### src/rtl/float12_pkg.sv
// Shared definitions for the 12-bit float format used by the adder datapath
// and its converters: sign[11], exponent[10:6] (bias 15), mantissa[5:0].
package float12_pkg;

    localparam int SGN_BIT  = 11;
    localparam int EXP_MSB  = 10;
    localparam int EXP_LSB  = 6;
    localparam int EXP_W    = EXP_MSB - EXP_LSB + 1;
    localparam int MAN_W    = 6;
    localparam int EXP_BIAS = 15;

    typedef struct packed {
        logic             sign;
        logic [EXP_W-1:0] exp;
        logic [MAN_W-1:0] man;
    } float12_t;

    // A zero exponent encodes zero, whatever the sign and mantissa hold.
    function automatic logic f12_is_zero(input float12_t f);
        return (f.exp == '0);
    endfunction

endpackage

### src/rtl/f12_round_shift.sv
// Combinational magnitude alignment: shifts the 7-bit significand by
// e - 21 + FRAC_W, rounding half-up when bits fall off the bottom.
module f12_round_shift
    import float12_pkg::*;
#(
    parameter int FRAC_W = 8,
    parameter int MAG_W  = 17 + FRAC_W
) (
    input  logic [EXP_W-1:0] exp_val,
    input  logic [MAN_W:0]   m7,
    input  logic             zero,
    output logic [MAG_W-1:0] mag
);

    // Biased exponent minus (bias + mantissa width) plus output fraction bits.
    localparam logic signed [7:0] SH_OFS = 8'(FRAC_W - EXP_BIAS - MAN_W);

    logic signed [7:0] sh;
    logic [2:0]        r;
    logic [7:0]        rnd;

    always_comb begin
        sh  = $signed({3'b000, exp_val}) + SH_OFS;
        r   = 3'(-sh);
        rnd = '0;
        mag = '0;
        if (zero) begin
            mag = '0;
        end else if (!sh[7]) begin
            mag = MAG_W'(m7) << sh[5:0];
        end else if (sh >= -8'sd7) begin
            rnd = ({1'b0, m7} + (8'd1 << (r - 3'd1))) >> r;
            mag = MAG_W'(rnd);
        end else begin
            mag = '0;
        end
    end

endmodule

### src/rtl/float12_to_fixed.sv
// Three-stage float12 -> signed fixed-point converter with valid/ready
// handshaking, optional negative clipping and saturation flag.
module float12_to_fixed
    import float12_pkg::*;
#(
    parameter int OUT_W  = 16,
    parameter int FRAC_W = 8
) (
    input  logic             clk_i,
    input  logic             rst_i,
    input  logic             in_valid_i,
    output logic             in_ready_o,
    input  logic [11:0]      in_data_i,
    input  logic             neg_clip_i,
    output logic             out_valid_o,
    input  logic             out_ready_i,
    output logic [OUT_W-1:0] out_data_o,
    output logic             sat_o
);

    localparam int          MAG_W   = 17 + FRAC_W;
    localparam logic [63:0] POS_MAX = (64'd1 << (OUT_W - 1)) - 64'd1;
    localparam logic [63:0] NEG_MAG = 64'd1 << (OUT_W - 1);

    float12_t in_word;
    logic     adv;

    logic             s1_valid_reg;
    logic             s1_sign_reg;
    logic [EXP_W-1:0] s1_exp_reg;
    logic [MAN_W:0]   s1_m7_reg;
    logic             s1_zero_reg;
    logic             s1_clip_reg;

    logic             s2_valid_reg;
    logic             s2_sign_reg;
    logic             s2_clip_reg;
    logic [MAG_W-1:0] s2_mag_reg;

    logic             s3_valid_reg;
    logic [OUT_W-1:0] s3_data_reg;
    logic             s3_sat_reg;

    logic [MAG_W-1:0] mag_next;
    logic [63:0]      mag_wide;
    logic [OUT_W-1:0] s3_data_next;
    logic             s3_sat_next;

    assign in_word     = in_data_i;
    assign adv         = ~s3_valid_reg | out_ready_i;
    assign in_ready_o  = adv;
    assign out_valid_o = s3_valid_reg;
    assign out_data_o  = s3_data_reg;
    assign sat_o       = s3_sat_reg;

    f12_round_shift #(
        .FRAC_W (FRAC_W),
        .MAG_W  (MAG_W)
    ) u_round_shift (
        .exp_val (s1_exp_reg),
        .m7      (s1_m7_reg),
        .zero    (s1_zero_reg),
        .mag     (mag_next)
    );

    // Clipping wins over saturation; a zero magnitude is never negated.
    always_comb begin
        mag_wide     = 64'(s2_mag_reg);
        s3_data_next = '0;
        s3_sat_next  = 1'b0;
        if (s2_sign_reg && s2_clip_reg) begin
            s3_data_next = '0;
            s3_sat_next  = 1'b0;
        end else if (!s2_sign_reg || (mag_wide == 64'd0)) begin
            if (mag_wide > POS_MAX) begin
                s3_data_next = OUT_W'(POS_MAX);
                s3_sat_next  = 1'b1;
            end else begin
                s3_data_next = OUT_W'(mag_wide);
            end
        end else begin
            if (mag_wide > NEG_MAG) begin
                s3_data_next = OUT_W'(NEG_MAG);
                s3_sat_next  = 1'b1;
            end else begin
                s3_data_next = OUT_W'(-mag_wide);
            end
        end
    end

    always_ff @(posedge clk_i) begin
        if (rst_i) begin
            s1_valid_reg <= 1'b0;
            s1_sign_reg  <= 1'b0;
            s1_exp_reg   <= '0;
            s1_m7_reg    <= '0;
            s1_zero_reg  <= 1'b0;
            s1_clip_reg  <= 1'b0;
            s2_valid_reg <= 1'b0;
            s2_sign_reg  <= 1'b0;
            s2_clip_reg  <= 1'b0;
            s2_mag_reg   <= '0;
            s3_valid_reg <= 1'b0;
            s3_data_reg  <= '0;
            s3_sat_reg   <= 1'b0;
        end else if (adv) begin
            // Whole pipe moves as one; empty slots travel as bubbles.
            s1_valid_reg <= in_valid_i;
            s1_sign_reg  <= in_word.sign;
            s1_exp_reg   <= in_word.exp;
            s1_m7_reg    <= {1'b1, in_word.man};
            s1_zero_reg  <= f12_is_zero(in_word);
            s1_clip_reg  <= neg_clip_i;

            s2_valid_reg <= s1_valid_reg;
            s2_sign_reg  <= s1_sign_reg;
            s2_clip_reg  <= s1_clip_reg;
            s2_mag_reg   <= mag_next;

            s3_valid_reg <= s2_valid_reg;
            s3_data_reg  <= s3_data_next;
            s3_sat_reg   <= s3_sat_next;
        end
    end

endmodule

### config.mk
export PLATFORM = sky130hd
export DESIGN_NAME = float12_to_fixed
export DESIGN_NICKNAME = d
export VERILOG_FILES = /design/src/rtl/float12_pkg.sv /design/src/rtl/f12_round_shift.sv /design/src/rtl/float12_to_fixed.sv
export SDC_FILE = /design/constraint.sdc
export NUM_CORES = 1
export LEC_CHECK = 0
export CORE_MARGIN = 5
export CORE_UTILIZATION = 50
export DETAILED_ROUTE_END_ITERATION = 8
export PLACE_DENSITY_LB_ADDON = 0.2
export SYNTH_ARGS = -nofsm -noshare
export SYNTH_HDL_FRONTEND = slang
export SYNTH_HIERARCHICAL = 1
export SYNTH_SLANG_ARGS = --single-unit
### constraint.sdc
create_clock -name clk_i -period 3.5 [get_ports clk_i]
set_input_delay 0.35 -clock clk_i [delete_from_list [all_inputs] [get_ports clk_i]]
set_output_delay 0.35 -clock clk_i [all_outputs]
set_load 0.02 [all_outputs]
=== Word-level counts from Yosys, hierarchy flattened ===
Index checks and enable logic that the tools add are counted.
W data, S select, Z words.

* Register bits: 62
* Latch bits: 0
* RAM bits: 0
* Memory bits (read-only): 0
* Bits of input ports: 17
* Output and inout bits: 19
* Memories: 0

* $add $sub $neg: 5
* Multiply operators: 0
* Div/mod/pow operators: 0
* Order comparisons: 3
* Equal/unequal tests: 0
* Shift-type cells: 3
* Mux-type cells: 11
* Bitwise operators: 2
* Reduce and logical (&&, ||, !) cells: 5

{| class="wikitable"
|+ Operators by type and width
! kind !! number
|-
| $mux W16 || 4
|-
| $mux W25 || 2
|-
| $gt A25 B15 Y1 const B || 1
|-
| $gt A25 B16 Y1 const B || 1
|-
| $logic_not A25 Y1 || 1
|-
| $shl A7 B6 Y25 || 1
|-
| $neg A16 Y16 || 1
|-
| $add A7 B8 Y8 || 1
|-
| $mux W8 || 1
|-
| $shl A1 B3 Y8 const A || 1
|-
| $shr A8 B3 Y8 || 1
|-
| $add A6 B5 Y7 const B || 1
|-
| $ge A7 B4 Y1 const B || 1
|-
| $logic_not A5 Y1 || 1
|-
| $mux W1 || 4
|-
| $neg A3 Y3 || 1
|-
| $sub A3 B1 Y3 const B || 1
|-
| $logic_and A1 B1 Y1 || 1
|-
| $logic_not A1 Y1 || 1
|-
| $logic_or A1 B1 Y1 || 1
|-
| $not A1 Y1 || 1
|-
| $or A1 B1 Y1 || 1
|}

=== Logic depth before layout (Yosys ltp) ===
Gate-level depths: netlist of the first run.

* Depth after elaboration: 9
* Mapped depth: 17
* Gate-level depth less buffers: 14

=== Cells and area by module ===
Netlist of the first run, hierarchy kept.

{| class="wikitable"
|+ Modules (own cells, without submodules)
! module !! times used !! cells an instance !! area an instance (sq um) !! seq. area each (sq um)
|-
| float12_to_fixed || 1 || 360 || 2767.7 || 1241.2
|-
| f12_round_shift || 1 || 243 || 1655.3 || 0.0
|}

=== Worst setup path before layout of the first run ===
No wires, ideal clock.

* Path type: flip-flop to flip-flop
* Start point: register s1_exp_reg[0]
* End point: register s2_mag_reg[1]
* Setup time: 0.070 ns
* Arrival: 3.730 ns
* Data required time: 3.430 ns
* Slack: -0.301 ns
* Stages on the path, launching flop included: 17
* Buffers on the path: 3
* Path through: dfxtp_1 > buf_2 > inv_2 > ha_1 > buf_6 > xnor2_4 > clkbuf_1 > and2_1 > ha_1 > a211oi_2 > o21a_2 > mux2_1 > nand4_1 > or3b_1 > a31oi_1 > nand2_1 > a21oi_1

* Cells in the longest elaborated chain, start to end: 9

{| class="wikitable"
|+ RTL lines
! element !! line !! text
|-
| from (decl) || float12_to_fixed.sv:30 || <nowiki>logic [EXP_W-1:0] s1_exp_reg;</nowiki>
|-
| from (signal assigned) || float12_to_fixed.sv:110 || <nowiki>s1_exp_reg <= in_word.exp;</nowiki>
|-
| $add A6 B5 Y7 * || f12_round_shift.sv:23 || <nowiki>sh = $signed({3'b000, exp_val}) + SH_OFS;</nowiki>
|-
| $neg A3 Y3 || f12_round_shift.sv:24 || <nowiki>r = 3'(-sh);</nowiki>
|-
| $sub A3 B1 Y3 || f12_round_shift.sv:32 || <nowiki>rnd = ({1'b0, m7} + (8'd1 << (r - 3'd1))) >> r;</nowiki>
|-
| $shl A1 B3 Y8 || f12_round_shift.sv:32 ||
|-
| $add A7 B8 Y8 || f12_round_shift.sv:32 ||
|-
| $shr A8 B3 Y8 || f12_round_shift.sv:32 ||
|-
| $mux W8 || f12_round_shift.sv:31 || <nowiki>end else if (sh >= -8'sd7) begin</nowiki>
|-
| $mux W25 * || f12_round_shift.sv:29 || <nowiki>end else if (!sh[7]) begin</nowiki>
|-
| $mux W25 * || f12_round_shift.sv:27 || <nowiki>if (zero) begin</nowiki>
|-
| net mag_next[1] || float12_to_fixed.sv:44 || <nowiki>logic [MAG_W-1:0] mag_next;</nowiki>
|-
| to (signal assigned) || float12_to_fixed.sv:118 || <nowiki>s2_mag_reg <= mag_next;</nowiki>
|-
| to (decl) || float12_to_fixed.sv:38 || <nowiki>logic [MAG_W-1:0] s2_mag_reg;</nowiki>
|}

Mark *: on every way through the listed nets, which the timed path passes. The rest lies on a longest branch.
A chain may end at the register's enable or synchronous reset.

=== Worst setup path in the final report of the first run ===
Ends and elaborated chain as after synthesis.

==> run_results.csv, run 1 <==
group,metric,value,unit
outcome,status,"finished clean",
global_route,grtUsageMet3,3.91,%
yosys,synth_seq_cells,62,
floorplanning,die_h,104,um
cells_and_area,multiInputGateArea,3030,sq um
yosys,synth_xor_xnor_area_share,3.73,%
yosys,ys.flop_type,"dfxtp_1",
cells_and_area,final_area,5100,sq um
floorplanning,rows,34,
placed_design,hpwl,8.79,mm
global_route,grt_first_pass_wirelength,20.1,mm
clock_network,clkLatencyLatePin,0.35,ns
setup_path,rr_startpoint,"s1_exp_reg[0]",
yosys,synth_warnings,6,
floorplanning,die_w,104,um
cells_and_area,fin_nets,662,
yosys,ys_top_cells_by_area,"dfxtp_1 (28%), nand2_1 (11%), a21oi_1 (8.4%), ha_1 (4.5%), nor2_1 (4.1%)",
clock_network,cts_tree,"yes",
detailed_routing,vias_per_cell,6.05,
sta,final.setup.tns,0,ns
yosys,synthCells,603,
yosys,synth_top_family_by_area,"simple AND/OR/NAND/NOR gates",
sta,max_freq,306,MHz
setup_path,cp.required,3.77,ns
floorplanning,fp.coreArea,8680,sq um
worst_hold_path,worstHoldStart,"out_data_o[1]",
placed_design,port_buffers,35,
detailed_routing,drc,0,
yosys,ys_types,85,
floorplanning,ios,36,
sta,skew,0.0153,ns
sta,slew_headroom,34.3,%
cells_and_area,drive_above_1_share,11.5,%
setup_path,cp-end-kind,"flip-flop",
yosys,synth_edf_count,0,
global_route,grt_pass1_vias,4106,
global_route,gr-usage-all-layers,21.7,%
setup_path,worst_ep_arrival_time,3.53,ns
setup_path,critical-path-top-delay-family,"compound AO/OA/AOI/OAI gates",
yosys,synth_nets,637,
yosys,synth_adder_area_share,5.21,%
floorplanning,dieArea,10800,sq um
cells_and_area,regArea,1240,sq um
sta,hold_viol_final,0,
yosys,synth_simple_gate_area_share,29.1,%
clock_network,postCtsSetupBuffers,0,
setup_path,crit_chain,"inv_2, ha_2, xnor2_4, and2_1, ha_1, a211oi_4, o21a_2, mux2_1, nand4_1, or3b_1, a31oi_1, nand2_1, a21oi_1",
sta,min_period,3.27,ns
clock_network,cts_buffers,9,
global_route,antenna_found_initial,0,
setup_path,critPathMaxFanout,16,
sta,finalSetupViolCount,0,
clock_network,cts_max_level,3,
global_route,grt_max_degree,48,
detailed_routing,via_count,4480,
placed_design,gp_congestion,0.959,
yosys,syn_area_per_cell,7.33,sq um
setup_path,cpPeakStageDelay,0.46,ns
flow_run,drv_cap,0,
global_route,grt-ovfl-total,0,
yosys,netlist.top_cell.by_area,"dfxtp_1",
global_route,use_met1,29.9,%
setup_path,cpMaxStageDelayCell,"dfxtp_4",
yosys,ys_seq_area_share,28.1,%
detailed_routing,first_iter_violations,426,
pwr,p_leak,1.88,nW
cells_and_area,largest_reg_flops,25,
placed_design,place_inst,725,
sta,hold_ws,0.437,ns
worst_hold_path,hold_class,"flip-flop to flip-flop",
detailed_routing,drt_wl_total,11.9,mm
clock_network,cts_buffer_depth,2,
detailed_routing,drt-pass1-iter-count,5,
setup_path,start_kind,"flip-flop",
sta,slew_violations,0,
clock_network,cts_root_buf,"clkbuf_8",
cells_and_area,layout_commonest_cell,"nand2_1",
clock_network,cts.sinks,62,
yosys,synth_compound_area_share,25.5,%
cells_and_area,syn_to_final_growth,15.3,%
yosys,synth_mux_area_share,3.93,%
sta,rsz0062_at_grt,"false",
global_route,gr-max-usage-layer,"met2",
yosys,netlist_area,4420,sq um
setup_path,startpoint,"s1_exp_reg[0]",
floorplanning,start_util,51.0,%
clock_network,path_clk_slew,0.08,ns
setup_path,critPathBufInv,1,
global_route,grtUsageMet2,34.7,%
cells_and_area,fill_cells,839,
yosys,yosysTopAreaCellShare,28.1,%
cells_and_area,diodes,0,
pwr,power_density,399,nW/um^2
cells_and_area,layout.cells.non_filler,741,
sta,period_share,93.4,%
pwr,ir_drop,0.000224,V
setup_path,critPathKind,"flip-flop to flip-flop",
yosys,synthArstFlopShare,0,%
sta,tightest_slew,0.982,ns
detailed_routing,ant_nets,0,
detailed_routing,wl_per_cell,16.1,um
cells_and_area,layout_common_cells,"nand2_1 (133), a21oi_1 (73), dfxtp_1 (61)",
placed_design,place_area,4880,sq um
stage by stage:
stage          util [%]  setup WS, ns  total power, mW
5_1_grt            58.8        0.0245             2.15
4_1_cts            58.5         0.147             2.04
6_report           58.8         0.232             2.04
2_1_floorplan         -        0.0170             1.25
3_3_place_gp       56.3         0.282             1.41
3_5_place_dp       56.3         0.199             1.42
per-layer routing:
metal	vias up	share of wire [%]
met5	-	0
met4	0	1.2
met3	18	6.7
met2	182	46
met1	2081	46
li1	2199	-
cells in the mapped netlist, types with 7 or more instances:
master / count
a21oi_1: 74
and2_1: 12
buf_2: 7
clkbuf_1: 23
dfxtp_1: 62
ha_1: 16
inv_1: 8
mux2i_1: 14
nand2_1: 133
nand3_1: 19
nor2_1: 48
nor3_1: 10
o21ai_0: 11
o21ai_1: 16
xor2_1: 7
layout make-up:
class | instances | area share [%]
Inverter | 11 | 0.810
Clock buffer | 10 | 2.92
Clock inverter | 6 | 0.859
Timing Repair Buffer | 49 | 8.93
Multi-Input combinational cell | 495 | 59.4
Tap cell | 108 | 2.65
Sequential cell | 62 | 24.4
power by group:
part           switching (mW)  leakage (nW)  internal (mW)  total (mW)
Combinational           0.361          1.27          0.261       0.621
Sequential             0.0529         0.508          0.744       0.797
Clock                   0.316        0.0978          0.302       0.618
Total                   0.730          1.88           1.31        2.04
cells by family after synthesis:
logic type / Yosys count
and+or+nand+nor: 275
AOI/OAI and AO/OA: 170
DFF: 62
xor gates and xnor gates: 15
muxes: 17
buffers and inverters: 46
adders and majority gates: 18
repair_timing:
item | in CTS | in global routing
hold buffers | 0 | 0
setup endpoints to repair | 0 | 4
gates resized for setup | 0 | 5
worst min-delay path: cells and delay by family (launching register included):
kind          cells  cell delay (ns)
flops             1             0.31
simple gates      2             0.09
path summary, 6_finish.rpt:
path | to | slack, ns | cells after the start
worst max register to register | s2_mag_reg[1] | 0.23 | 13
worst min-delay path | out_data_o[1] | 0.44 | 2
worst min register to register | out_data_o[1] | 0.44 | 2
worst max-delay path | s2_mag_reg[1] | 0.23 | 13
(Power assumes the default switching activity.)
==> run 2: changes to the inputs <==
- CTS_CLUSTER_DIAMETER: not set -> 200
==> results of run 2 <==
Final layout, timing and power as in run 1 (identical DEF).
